===== src/rtl/tl_pkg.sv =====
// Shared TileLink-UL opcode constants, UART register map and serial FSM state type.
package tl_pkg;

  localparam logic [2:0] A_PUT_FULL        = 3'd0;
  localparam logic [2:0] A_PUT_PARTIAL     = 3'd1;
  localparam logic [2:0] A_GET             = 3'd4;
  localparam logic [2:0] D_ACCESS_ACK      = 3'd0;
  localparam logic [2:0] D_ACCESS_ACK_DATA = 3'd1;

  localparam logic [7:0] REG_TXDATA = 8'h00;
  localparam logic [7:0] REG_RXDATA = 8'h04;
  localparam logic [7:0] REG_STATUS = 8'h08;
  localparam logic [7:0] REG_CTRL   = 8'h0C;
  localparam logic [7:0] REG_DIV    = 8'h10;

  typedef enum logic [1:0] {StIdle, StStart, StData, StStop} uart_st_e;

  // Bit periods shorter than 4 clocks leave no room for the mid-bit sample.
  function automatic logic [15:0] clamp_div(input logic [15:0] v);
    return (v < 16'd4) ? 16'd4 : v;
  endfunction

endpackage


===== src/rtl/tl_uart_fifo.sv =====
// Small first-word-fall-through FIFO; a pop frees a slot for a push in the same cycle.
module tl_uart_fifo #(
  parameter int unsigned WIDTH = 8,
  parameter int unsigned DEPTH = 8
) (
  input  logic             clk,
  input  logic             reset,
  input  logic             push,
  input  logic             pop,
  input  logic [WIDTH-1:0] din,
  output logic [WIDTH-1:0] dout,
  output logic             full,
  output logic             empty
);

  localparam int unsigned AW = (DEPTH > 1) ? $clog2(DEPTH) : 1;
  localparam logic [AW:0] CNT_FULL = (AW + 1)'(DEPTH);

  logic [WIDTH-1:0] r_mem [DEPTH];
  logic [AW-1:0]    r_wr_ptr;
  logic [AW-1:0]    r_rd_ptr;
  logic [AW:0]      r_count;
  logic             w_do_push;
  logic             w_do_pop;

  assign full      = (r_count == CNT_FULL);
  assign empty     = (r_count == '0);
  assign w_do_pop  = pop && !empty;
  assign w_do_push = push && (!full || w_do_pop);
  assign dout      = r_mem[r_rd_ptr];

  // Storage array, no reset needed.
  always_ff @(posedge clk) begin
    if (w_do_push) r_mem[r_wr_ptr] <= din;
  end

  // Pointers wrap naturally because DEPTH is a power of two.
  always_ff @(posedge clk or negedge reset) begin
    if (!reset) begin
      r_wr_ptr <= '0;
      r_rd_ptr <= '0;
      r_count  <= '0;
    end else begin
      if (w_do_push) r_wr_ptr <= r_wr_ptr + 1'b1;
      if (w_do_pop)  r_rd_ptr <= r_rd_ptr + 1'b1;
      if (w_do_push && !w_do_pop)      r_count <= r_count + 1'b1;
      else if (!w_do_push && w_do_pop) r_count <= r_count - 1'b1;
    end
  end

endmodule


===== src/rtl/tl_ul_uart.sv =====
// TileLink-UL slave UART: register decode, single-outstanding D channel, 8N1 TX/RX engines.
module tl_ul_uart
  import tl_pkg::*;
#(
  parameter int unsigned XLEN        = 32,
  parameter int unsigned SID_WIDTH   = 8,
  parameter int unsigned CLK_FREQ_HZ = 27000000,
  parameter int unsigned BAUD_RATE   = 115200,
  parameter int unsigned FIFO_DEPTH  = 8
) (
  input  logic                 clk,
  input  logic                 reset,
  input  logic                 tl_a_valid,
  output logic                 tl_a_ready,
  input  logic [2:0]           tl_a_opcode,
  input  logic [2:0]           tl_a_param,
  input  logic [2:0]           tl_a_size,
  input  logic [SID_WIDTH-1:0] tl_a_source,
  input  logic [XLEN-1:0]      tl_a_address,
  input  logic [XLEN/8-1:0]    tl_a_mask,
  input  logic [XLEN-1:0]      tl_a_data,
  output logic                 tl_d_valid,
  input  logic                 tl_d_ready,
  output logic [2:0]           tl_d_opcode,
  output logic [1:0]           tl_d_param,
  output logic [2:0]           tl_d_size,
  output logic [SID_WIDTH-1:0] tl_d_source,
  output logic [XLEN-1:0]      tl_d_data,
  output logic                 tl_d_corrupt,
  output logic                 tl_d_denied,
  input  logic                 uart_rx,
  output logic                 uart_tx,
  output logic                 irq
);

  localparam logic [15:0] DIV_RST = 16'(CLK_FREQ_HZ / BAUD_RATE);

  logic                 r_d_valid, r_d_denied, r_irq;
  logic [2:0]           r_d_opcode, r_d_size;
  logic [SID_WIDTH-1:0] r_d_source;
  logic [XLEN-1:0]      r_d_data;
  logic [1:0]           r_ctrl;
  logic [15:0]          r_div;
  logic                 r_tx_ovf, r_rx_ovr, r_frame_err;
  logic                 r_rx_meta, r_rx_sync;

  logic       w_a_fire, w_err, w_is_get, w_is_put, w_wr, w_rd;
  logic [7:0] w_offset, w_status;
  logic [31:0] w_rdata;
  logic [15:0] w_div_wdata;
  logic       w_tx_push, w_tx_pop, w_tx_full, w_tx_empty, w_tx_drop, w_tx_busy;
  logic       w_rx_push, w_rx_pop, w_rx_full, w_rx_empty, w_rx_drop, w_rx_ferr;
  logic [7:0] w_tx_dout, w_rx_dout;
  logic       w_unused_bits;

  assign w_unused_bits = ^{tl_a_param, tl_a_address[XLEN-1:8], tl_a_data[XLEN-1:16],
                           tl_a_mask[XLEN/8-1:2]};

  // ---------------- bus decode ----------------
  assign tl_a_ready = !r_d_valid;
  assign w_a_fire   = tl_a_valid && tl_a_ready;
  assign w_offset   = tl_a_address[7:0];
  assign w_is_get   = (tl_a_opcode == A_GET);
  assign w_is_put   = (tl_a_opcode == A_PUT_FULL) || (tl_a_opcode == A_PUT_PARTIAL);
  assign w_err      = (tl_a_address[1:0] != 2'b00) || (tl_a_size > 3'd2) ||
                      (w_offset > REG_DIV) || !(w_is_get || w_is_put);
  assign w_wr       = w_a_fire && !w_err && w_is_put;
  assign w_rd       = w_a_fire && !w_err && w_is_get;

  assign w_tx_push   = w_wr && (w_offset == REG_TXDATA) && tl_a_mask[0];
  assign w_rx_pop    = w_rd && (w_offset == REG_RXDATA);
  assign w_tx_drop   = w_tx_push && w_tx_full && !w_tx_pop;
  assign w_rx_drop   = w_rx_push && w_rx_full && !w_rx_pop;
  assign w_div_wdata = {tl_a_mask[1] ? tl_a_data[15:8] : r_div[15:8],
                        tl_a_mask[0] ? tl_a_data[7:0]  : r_div[7:0]};
  assign w_status    = {r_tx_ovf, r_frame_err, r_rx_ovr, w_tx_busy,
                        w_rx_full, w_rx_empty, w_tx_full, w_tx_empty};

  // Read data mux; RXDATA returns byte 0 when empty.
  always_comb begin
    w_rdata = '0;
    case (w_offset)
      REG_TXDATA: w_rdata[31] = w_tx_full;
      REG_RXDATA: begin
        w_rdata[31]  = w_rx_empty;
        w_rdata[7:0] = w_rx_empty ? 8'h00 : w_rx_dout;
      end
      REG_STATUS: w_rdata[7:0]  = w_status;
      REG_CTRL:   w_rdata[1:0]  = r_ctrl;
      REG_DIV:    w_rdata[15:0] = r_div;
      default:    w_rdata = '0;
    endcase
  end

  // D channel response register, held until accepted.
  always_ff @(posedge clk or negedge reset) begin
    if (!reset) begin
      r_d_valid  <= 1'b0;
      r_d_opcode <= '0;
      r_d_size   <= '0;
      r_d_source <= '0;
      r_d_data   <= '0;
      r_d_denied <= 1'b0;
    end else if (w_a_fire) begin
      r_d_valid  <= 1'b1;
      r_d_opcode <= w_is_get ? D_ACCESS_ACK_DATA : D_ACCESS_ACK;
      r_d_size   <= tl_a_size;
      r_d_source <= tl_a_source;
      r_d_data   <= w_rd ? XLEN'(w_rdata) : '0;
      r_d_denied <= w_err;
    end else if (r_d_valid && tl_d_ready) begin
      r_d_valid  <= 1'b0;
    end
  end

  assign tl_d_valid   = r_d_valid;
  assign tl_d_opcode  = r_d_opcode;
  assign tl_d_param   = 2'b00;
  assign tl_d_size    = r_d_size;
  assign tl_d_source  = r_d_source;
  assign tl_d_data    = r_d_data;
  assign tl_d_corrupt = 1'b0;
  assign tl_d_denied  = r_d_denied;
  assign irq          = r_irq;

  // Control registers and sticky errors; a new error wins over a same-cycle clear.
  always_ff @(posedge clk or negedge reset) begin
    if (!reset) begin
      r_ctrl      <= '0;
      r_div       <= DIV_RST;
      r_tx_ovf    <= 1'b0;
      r_rx_ovr    <= 1'b0;
      r_frame_err <= 1'b0;
      r_irq       <= 1'b0;
    end else begin
      if (w_wr && (w_offset == REG_CTRL) && tl_a_mask[0]) r_ctrl <= tl_a_data[1:0];
      if (w_wr && (w_offset == REG_DIV) && |tl_a_mask[1:0]) r_div <= clamp_div(w_div_wdata);
      if (w_wr && (w_offset == REG_STATUS) && tl_a_mask[0]) begin
        if (tl_a_data[5]) r_rx_ovr    <= 1'b0;
        if (tl_a_data[6]) r_frame_err <= 1'b0;
        if (tl_a_data[7]) r_tx_ovf    <= 1'b0;
      end
      if (w_tx_drop) r_tx_ovf    <= 1'b1;
      if (w_rx_drop) r_rx_ovr    <= 1'b1;
      if (w_rx_ferr) r_frame_err <= 1'b1;
      r_irq <= (r_ctrl[0] && !w_rx_empty) || (r_ctrl[1] && w_tx_empty);
    end
  end

  tl_uart_fifo #(.WIDTH(8), .DEPTH(FIFO_DEPTH)) u_tx_fifo (
    .clk   (clk),
    .reset (reset),
    .push  (w_tx_push),
    .pop   (w_tx_pop),
    .din   (tl_a_data[7:0]),
    .dout  (w_tx_dout),
    .full  (w_tx_full),
    .empty (w_tx_empty)
  );

  // ---------------- TX engine ----------------
  uart_st_e    r_tx_st, w_tx_st_d;
  logic [15:0] r_tx_cnt, w_tx_cnt_d, r_tx_div, w_tx_div_d;
  logic [2:0]  r_tx_bit, w_tx_bit_d;
  logic [7:0]  r_tx_shift, w_tx_shift_d;
  logic        r_tx_out, w_tx_out_d, w_tx_bit_end;

  assign w_tx_bit_end = (r_tx_cnt == r_tx_div - 16'd1);
  assign w_tx_busy    = (r_tx_st != StIdle);
  assign uart_tx      = r_tx_out;

  // TX next state; the line level is registered from the next state to stay glitch-free.
  always_comb begin
    w_tx_st_d    = r_tx_st;
    w_tx_cnt_d   = r_tx_cnt + 16'd1;
    w_tx_bit_d   = r_tx_bit;
    w_tx_shift_d = r_tx_shift;
    w_tx_div_d   = r_tx_div;
    w_tx_pop     = 1'b0;
    unique case (r_tx_st)
      StIdle: begin
        w_tx_cnt_d = '0;
        if (!w_tx_empty) begin
          w_tx_pop     = 1'b1;
          w_tx_shift_d = w_tx_dout;
          w_tx_div_d   = r_div;
          w_tx_st_d    = StStart;
        end
      end
      StStart: if (w_tx_bit_end) begin
        w_tx_cnt_d = '0;
        w_tx_bit_d = '0;
        w_tx_st_d  = StData;
      end
      StData: if (w_tx_bit_end) begin
        w_tx_cnt_d   = '0;
        w_tx_shift_d = r_tx_shift >> 1;
        w_tx_bit_d   = r_tx_bit + 3'd1;
        if (r_tx_bit == 3'd7) w_tx_st_d = StStop;
      end
      StStop: if (w_tx_bit_end) begin
        w_tx_cnt_d = '0;
        if (!w_tx_empty) begin
          w_tx_pop     = 1'b1;
          w_tx_shift_d = w_tx_dout;
          w_tx_div_d   = r_div;
          w_tx_st_d    = StStart;
        end else begin
          w_tx_st_d = StIdle;
        end
      end
      default: w_tx_st_d = StIdle;
    endcase
    w_tx_out_d = 1'b1;
    if (w_tx_st_d == StStart)     w_tx_out_d = 1'b0;
    else if (w_tx_st_d == StData) w_tx_out_d = w_tx_shift_d[0];
  end

  // TX state register; reset forces the line idle-high immediately.
  always_ff @(posedge clk or negedge reset) begin
    if (!reset) begin
      r_tx_st    <= StIdle;
      r_tx_cnt   <= '0;
      r_tx_bit   <= '0;
      r_tx_shift <= '0;
      r_tx_div   <= DIV_RST;
      r_tx_out   <= 1'b1;
    end else begin
      r_tx_st    <= w_tx_st_d;
      r_tx_cnt   <= w_tx_cnt_d;
      r_tx_bit   <= w_tx_bit_d;
      r_tx_shift <= w_tx_shift_d;
      r_tx_div   <= w_tx_div_d;
      r_tx_out   <= w_tx_out_d;
    end
  end

  // ---------------- RX engine ----------------
  uart_st_e    r_rx_st, w_rx_st_d;
  logic [15:0] r_rx_cnt, w_rx_cnt_d, r_rx_div, w_rx_div_d;
  logic [2:0]  r_rx_bit, w_rx_bit_d;
  logic [7:0]  r_rx_shift, w_rx_shift_d;
  logic        w_rx_bit_end;

  assign w_rx_bit_end = (r_rx_cnt == r_rx_div - 16'd1);

  // RX next state: confirm start at half a bit, then sample each bit centre.
  always_comb begin
    w_rx_st_d    = r_rx_st;
    w_rx_cnt_d   = r_rx_cnt + 16'd1;
    w_rx_bit_d   = r_rx_bit;
    w_rx_shift_d = r_rx_shift;
    w_rx_div_d   = r_rx_div;
    w_rx_push    = 1'b0;
    w_rx_ferr    = 1'b0;
    unique case (r_rx_st)
      StIdle: begin
        w_rx_cnt_d = '0;
        if (!r_rx_sync) begin
          w_rx_div_d = r_div;
          w_rx_st_d  = StStart;
        end
      end
      StStart: if (r_rx_cnt == (r_rx_div >> 1) - 16'd1) begin
        w_rx_cnt_d = '0;
        w_rx_bit_d = '0;
        w_rx_st_d  = r_rx_sync ? StIdle : StData;
      end
      StData: if (w_rx_bit_end) begin
        w_rx_cnt_d   = '0;
        w_rx_shift_d = {r_rx_sync, r_rx_shift[7:1]};
        w_rx_bit_d   = r_rx_bit + 3'd1;
        if (r_rx_bit == 3'd7) w_rx_st_d = StStop;
      end
      StStop: if (w_rx_bit_end) begin
        w_rx_cnt_d = '0;
        w_rx_push  = r_rx_sync;
        w_rx_ferr  = !r_rx_sync;
        w_rx_st_d  = StIdle;
      end
      default: w_rx_st_d = StIdle;
    endcase
  end

  // RX synchroniser and state register.
  always_ff @(posedge clk or negedge reset) begin
    if (!reset) begin
      r_rx_meta  <= 1'b1;
      r_rx_sync  <= 1'b1;
      r_rx_st    <= StIdle;
      r_rx_cnt   <= '0;
      r_rx_bit   <= '0;
      r_rx_shift <= '0;
      r_rx_div   <= DIV_RST;
    end else begin
      r_rx_meta  <= uart_rx;
      r_rx_sync  <= r_rx_meta;
      r_rx_st    <= w_rx_st_d;
      r_rx_cnt   <= w_rx_cnt_d;
      r_rx_bit   <= w_rx_bit_d;
      r_rx_shift <= w_rx_shift_d;
      r_rx_div   <= w_rx_div_d;
    end
  end

  tl_uart_fifo #(.WIDTH(8), .DEPTH(FIFO_DEPTH)) u_rx_fifo (
    .clk   (clk),
    .reset (reset),
    .push  (w_rx_push),
    .pop   (w_rx_pop),
    .din   (w_rx_shift_d),
    .dout  (w_rx_dout),
    .full  (w_rx_full),
    .empty (w_rx_empty)
  );

endmodule

===== config.mk =====
export PLATFORM = sky130hd
export DESIGN_NAME = tl_ul_uart
export DESIGN_NICKNAME = d
export VERILOG_FILES = /design/src/rtl/tl_pkg.sv /design/src/rtl/tl_uart_fifo.sv /design/src/rtl/tl_ul_uart.sv
export SDC_FILE = /design/constraint.sdc
export NUM_CORES = 1
export LEC_CHECK = 0
export BUFFER_PORTS_ARGS = -buffer_cell sky130_fd_sc_hd__buf_4
export CAP_MARGIN = 20
export CORE_AREA = 4 4 168 170
export DETAILED_ROUTE_END_ITERATION = 10
export DIE_AREA = 0 0 172 174
export GPL_ROUTABILITY_DRIVEN = 0
export PLACE_DENSITY = 0.79
export REMOVE_ABC_BUFFERS = 1
export SLEW_MARGIN = 20
export SYNTH_ARGS = -nofsm -noshare
export SYNTH_HDL_FRONTEND = slang
export SYNTH_SLANG_ARGS = --single-unit
export TNS_END_PERCENT = 1

===== constraint.sdc =====
create_clock -name clk -period 4.5 [get_ports clk]
set_input_delay 0.225 -clock clk [delete_from_list [all_inputs] [get_ports clk]]
set_output_delay 0.225 -clock clk [all_outputs]
set_load 0.02 [all_outputs]

==> reports/qor.csv <==
metric,value,unit
Worst R2R Path Depth,18,
clk_lat worst skew,580,ps
placed insts,1516,
Antenna Nets Post-Route,0,
Pwr Total,5.62,mW
Hold Path End,tl_d_opcode[0],
gr ovfl total,0,
initial detailed-routing violation count,746,
hold path start,tl_a_opcode[2],
leak pwr,7.02,nW
cells after synthesis,1114,
most numerous cell in the Yosys netlist,dfrtp_1,
total track usage,0.212,
"Slowest-stage cell, CP",or4b_4,
per-cell routed wire length,19.8,um
Crit path largest cell delay,490,ps
first-pass GRT wire length,50.9,mm
Bufs on Longest Clock Path,3,
clk_skew,19.3,ps
Slew Limit Fails,0,
clk sinks,294,
ratio of cells with drive above 1 in the final layout,0.252,
DRC Markers,0,
die height,174,um
Critical Path Sink Type,flop,
worst setup path class,reg -> reg,
hold-critical path depth,3,
"Distinct cells, synth",83,
run status,completed,
register bit total from synthesis,294,
period utilisation layout,0.944,
vias in the first global route,9402,
Core Region,26700,um^2
die area,29900,um^2
Hold WC Path Type,in -> reg,
CP startpoint,r_rx_div[2],
cells along the critical path,"inv_1, ha_1, or4b_4, a2111oi_2, xnor2_1, a211o_1, a2111oi_2, buf_4, o211ai_1, nor3_4, ha_1, inv_1, ha_1, a21o_1, a21oi_2, xnor2_1, nor2_1, xor2_1",
vias per cell,5.78,
HPWL after DPL,22.1,mm
family with the most delay on the worst path,compound AO/OA/AOI/OAI gates,
number of fill cells,1990,
min cycle time layout,4250,ps
sum of buffers and inverters on the critical path,3,
"Cell Area, Synth",14200,um^2
I/O pin total,144,
worst vdd ir,0.000268,V
largest net degree at the start of global routing,86,
synthesized area per cell,12.7,um^2
CP Launch Type,flop,
Max Freq,235,MHz
Root Buffer,clkbuf_16,
CTS tree,done,
CTS H-tree lvls,1,
Max Cap Violations,0,
Initial Util,0.531,
top cell type's share of synthesized area,0.271,
n_diodes,0,
Layout Nets,1359,
r2r startpoint,r_rx_div[2],
port bufs,78,
initial antenna violation count,0,
die span in x,172,um
R2R setup slack,250,ps
cts bufs inserted,31,
FP Rows,60,
total wire length,31.8,mm
R2R Path End,u_rx_fifo.r_count[3],
Layout area overhead,17.0,%
"Seq/Total Area, Yosys",0.565,
Setup Viol. Count Final,0,
hold_ws,99.7,ps
max_slew headroom,0.456,
Post-synth top cells,"148 x dfrtp_1, 128 x edfxtp_1, 95 x nor2_1",
via count,9289,
Non-Filler Instances,1607,
cell taking the most area after synthesis,edfxtp_1,
ys async rst share,0.565,
CP Data Arrival Time,4690,ps
Synth Flop Type,dfrtp_1,
"most used cell, CP",ha_1,
Worst-Margin Slew,816,ps
Final TNS setup,0,ps
Post-synth EDFFs,128,
drt pass-1 iters,5,
warnings from Yosys,0,
Worst-path clk slew,60,ps
Required @ worst endpoint,4940,ps
CP Max Fanout,4,
Fin. Hold Viols,0,
"top cells by area, synth","edfxtp_1 27%, dfrtp_1 26%, mux2_2 5.9%",
PwrDens,338,nW/um^2
[placed cells by master (no fill, tap or decap), types with 28 or more instances in the layout]
cell / Yosys / final
mux2_2: 75 / 75
xnor2_1: 58 / 58
dlygate4sd3_1: 0 / 31
nand2_1: 75 / 75
inv_1: 28 / 28
dfrtp_1: 148 / 147
o21ai_0: 36 / 35
edfxtp_1: 128 / 128
clkbuf_16: 0 / 33
buf_4: 20 / 117
mux4_2: 32 / 32
nor2_1: 95 / 95
xor2_1: 43 / 43
[logic make-up after synthesis]
kind of cell    after synthesis  share of synthesized area
simple gates                310                      0.110
compound gates              151                     0.0780
xor+xnor                    101                     0.0623
other cells                   1                   0.000264
mux                         125                      0.123
fa+ha+maj                    28                     0.0257
flops                       294                      0.565
buf+inv                     104                     0.0352
[worst reg2reg max path: stages, from the launching register on]
cell and delay [ps]:
dfrtp_1 390, inv_1 110, ha_1 180, or4b_4 490
a2111oi_2 320, xnor2_1 120, a211o_1 250, a2111oi_2 380
buf_4 170, o211ai_1 150, nor3_4 240, ha_1 230
inv_1 100, ha_1 290, a21o_1 190, a21oi_2 170
xnor2_1 130, nor2_1 70, xor2_1 150
[layout make-up]
| type | count | area, um^2 | share of cell area |
|---|---|---|---|
| flip-flops and latches | 294 | 8020 | 0.483 |
| multi-input cells | 735 | 5790 | 0.349 |
| repair buffers | 151 | 1230 | 0.0738 |
| clock buffers | 49 | 936 | 0.0564 |
| well taps | 341 | 427 | 0.0257 |
| inverters | 28 | 105 | 0.00633 |
| clock inverters | 9 | 95.1 | 0.00573 |
[where the power goes]
group / internal [mW] / switching (mW)
Combinational: 0.102 / 0.144
Sequential: 2.82 / 0.0136
Clock: 1.49 / 1.05
Total: 4.41 / 1.20
[layer usage]
metal / global-route usage / wire length [um] / share of wire
met4: 0.0511 / 736 / 0.023
met1: 0.288 / 13200 / 0.42
met5: 0 / 0 / 0
met3: 0.0393 / 1770 / 0.056
met2: 0.357 / 16100 / 0.51
[state kept, by name, indices dropped and copies added, names as in the netlist, 4 cells and up, named ones only]
signal and count:
r_div 16, r_rx_cnt 16, r_rx_div 16, r_rx_shift 8
r_tx_cnt 16, r_tx_div 16, r_tx_shift 8, tl_d_data 17
tl_d_source 8, u_rx_fifo.r_count 4, u_rx_fifo.r_mem 64, u_tx_fifo.r_count 4
u_tx_fifo.r_mem 64
[timing repair]
action / in CTS / in global routing
endpoints found under the hold margin: 165 / 0
setup buffers: 0 / 2
pin swaps: 0 / 3
endpoints found under the setup margin: 1 / 2
gates resized for setup: 1 / 9
hold buffers: 31 / 0
[per-stage QoR]
| stage | utilization | cell area [um^2] | worst slack (ps) |
|---|---|---|---|
| floorplan | - | 13900 | 317 |
| global placement | 0.568 | 15200 | 155 |
| detailed placement | 0.569 | 15200 | 5.71 |
| CTS | 0.620 | 16600 | 49.1 |
| global route | 0.621 | 16600 | -18.6 |
| finish | 0.621 | 16600 | 253 |
[worst max-delay path by stage]
| stage | depth (start not counted) | endpoint | slack (ps) |
|---|---|---|---|
| 2_1_floorplan | 17 | u_rx_fifo.r_count[3] | 320 |
| 3_3_place_gp | 19 | u_rx_fifo.r_count[3] | 150 |
| 3_5_place_dp | 19 | u_rx_fifo.r_count[3] | 6 |
| 4_1_cts | 19 | u_rx_fifo.r_count[3] | 50 |
| 5_1_grt | 18 | u_rx_fifo.r_count[3] | -20 |
| 6_report | 18 | u_rx_fifo.r_count[3] | 250 |
Power figures use the tool's default switching activity.
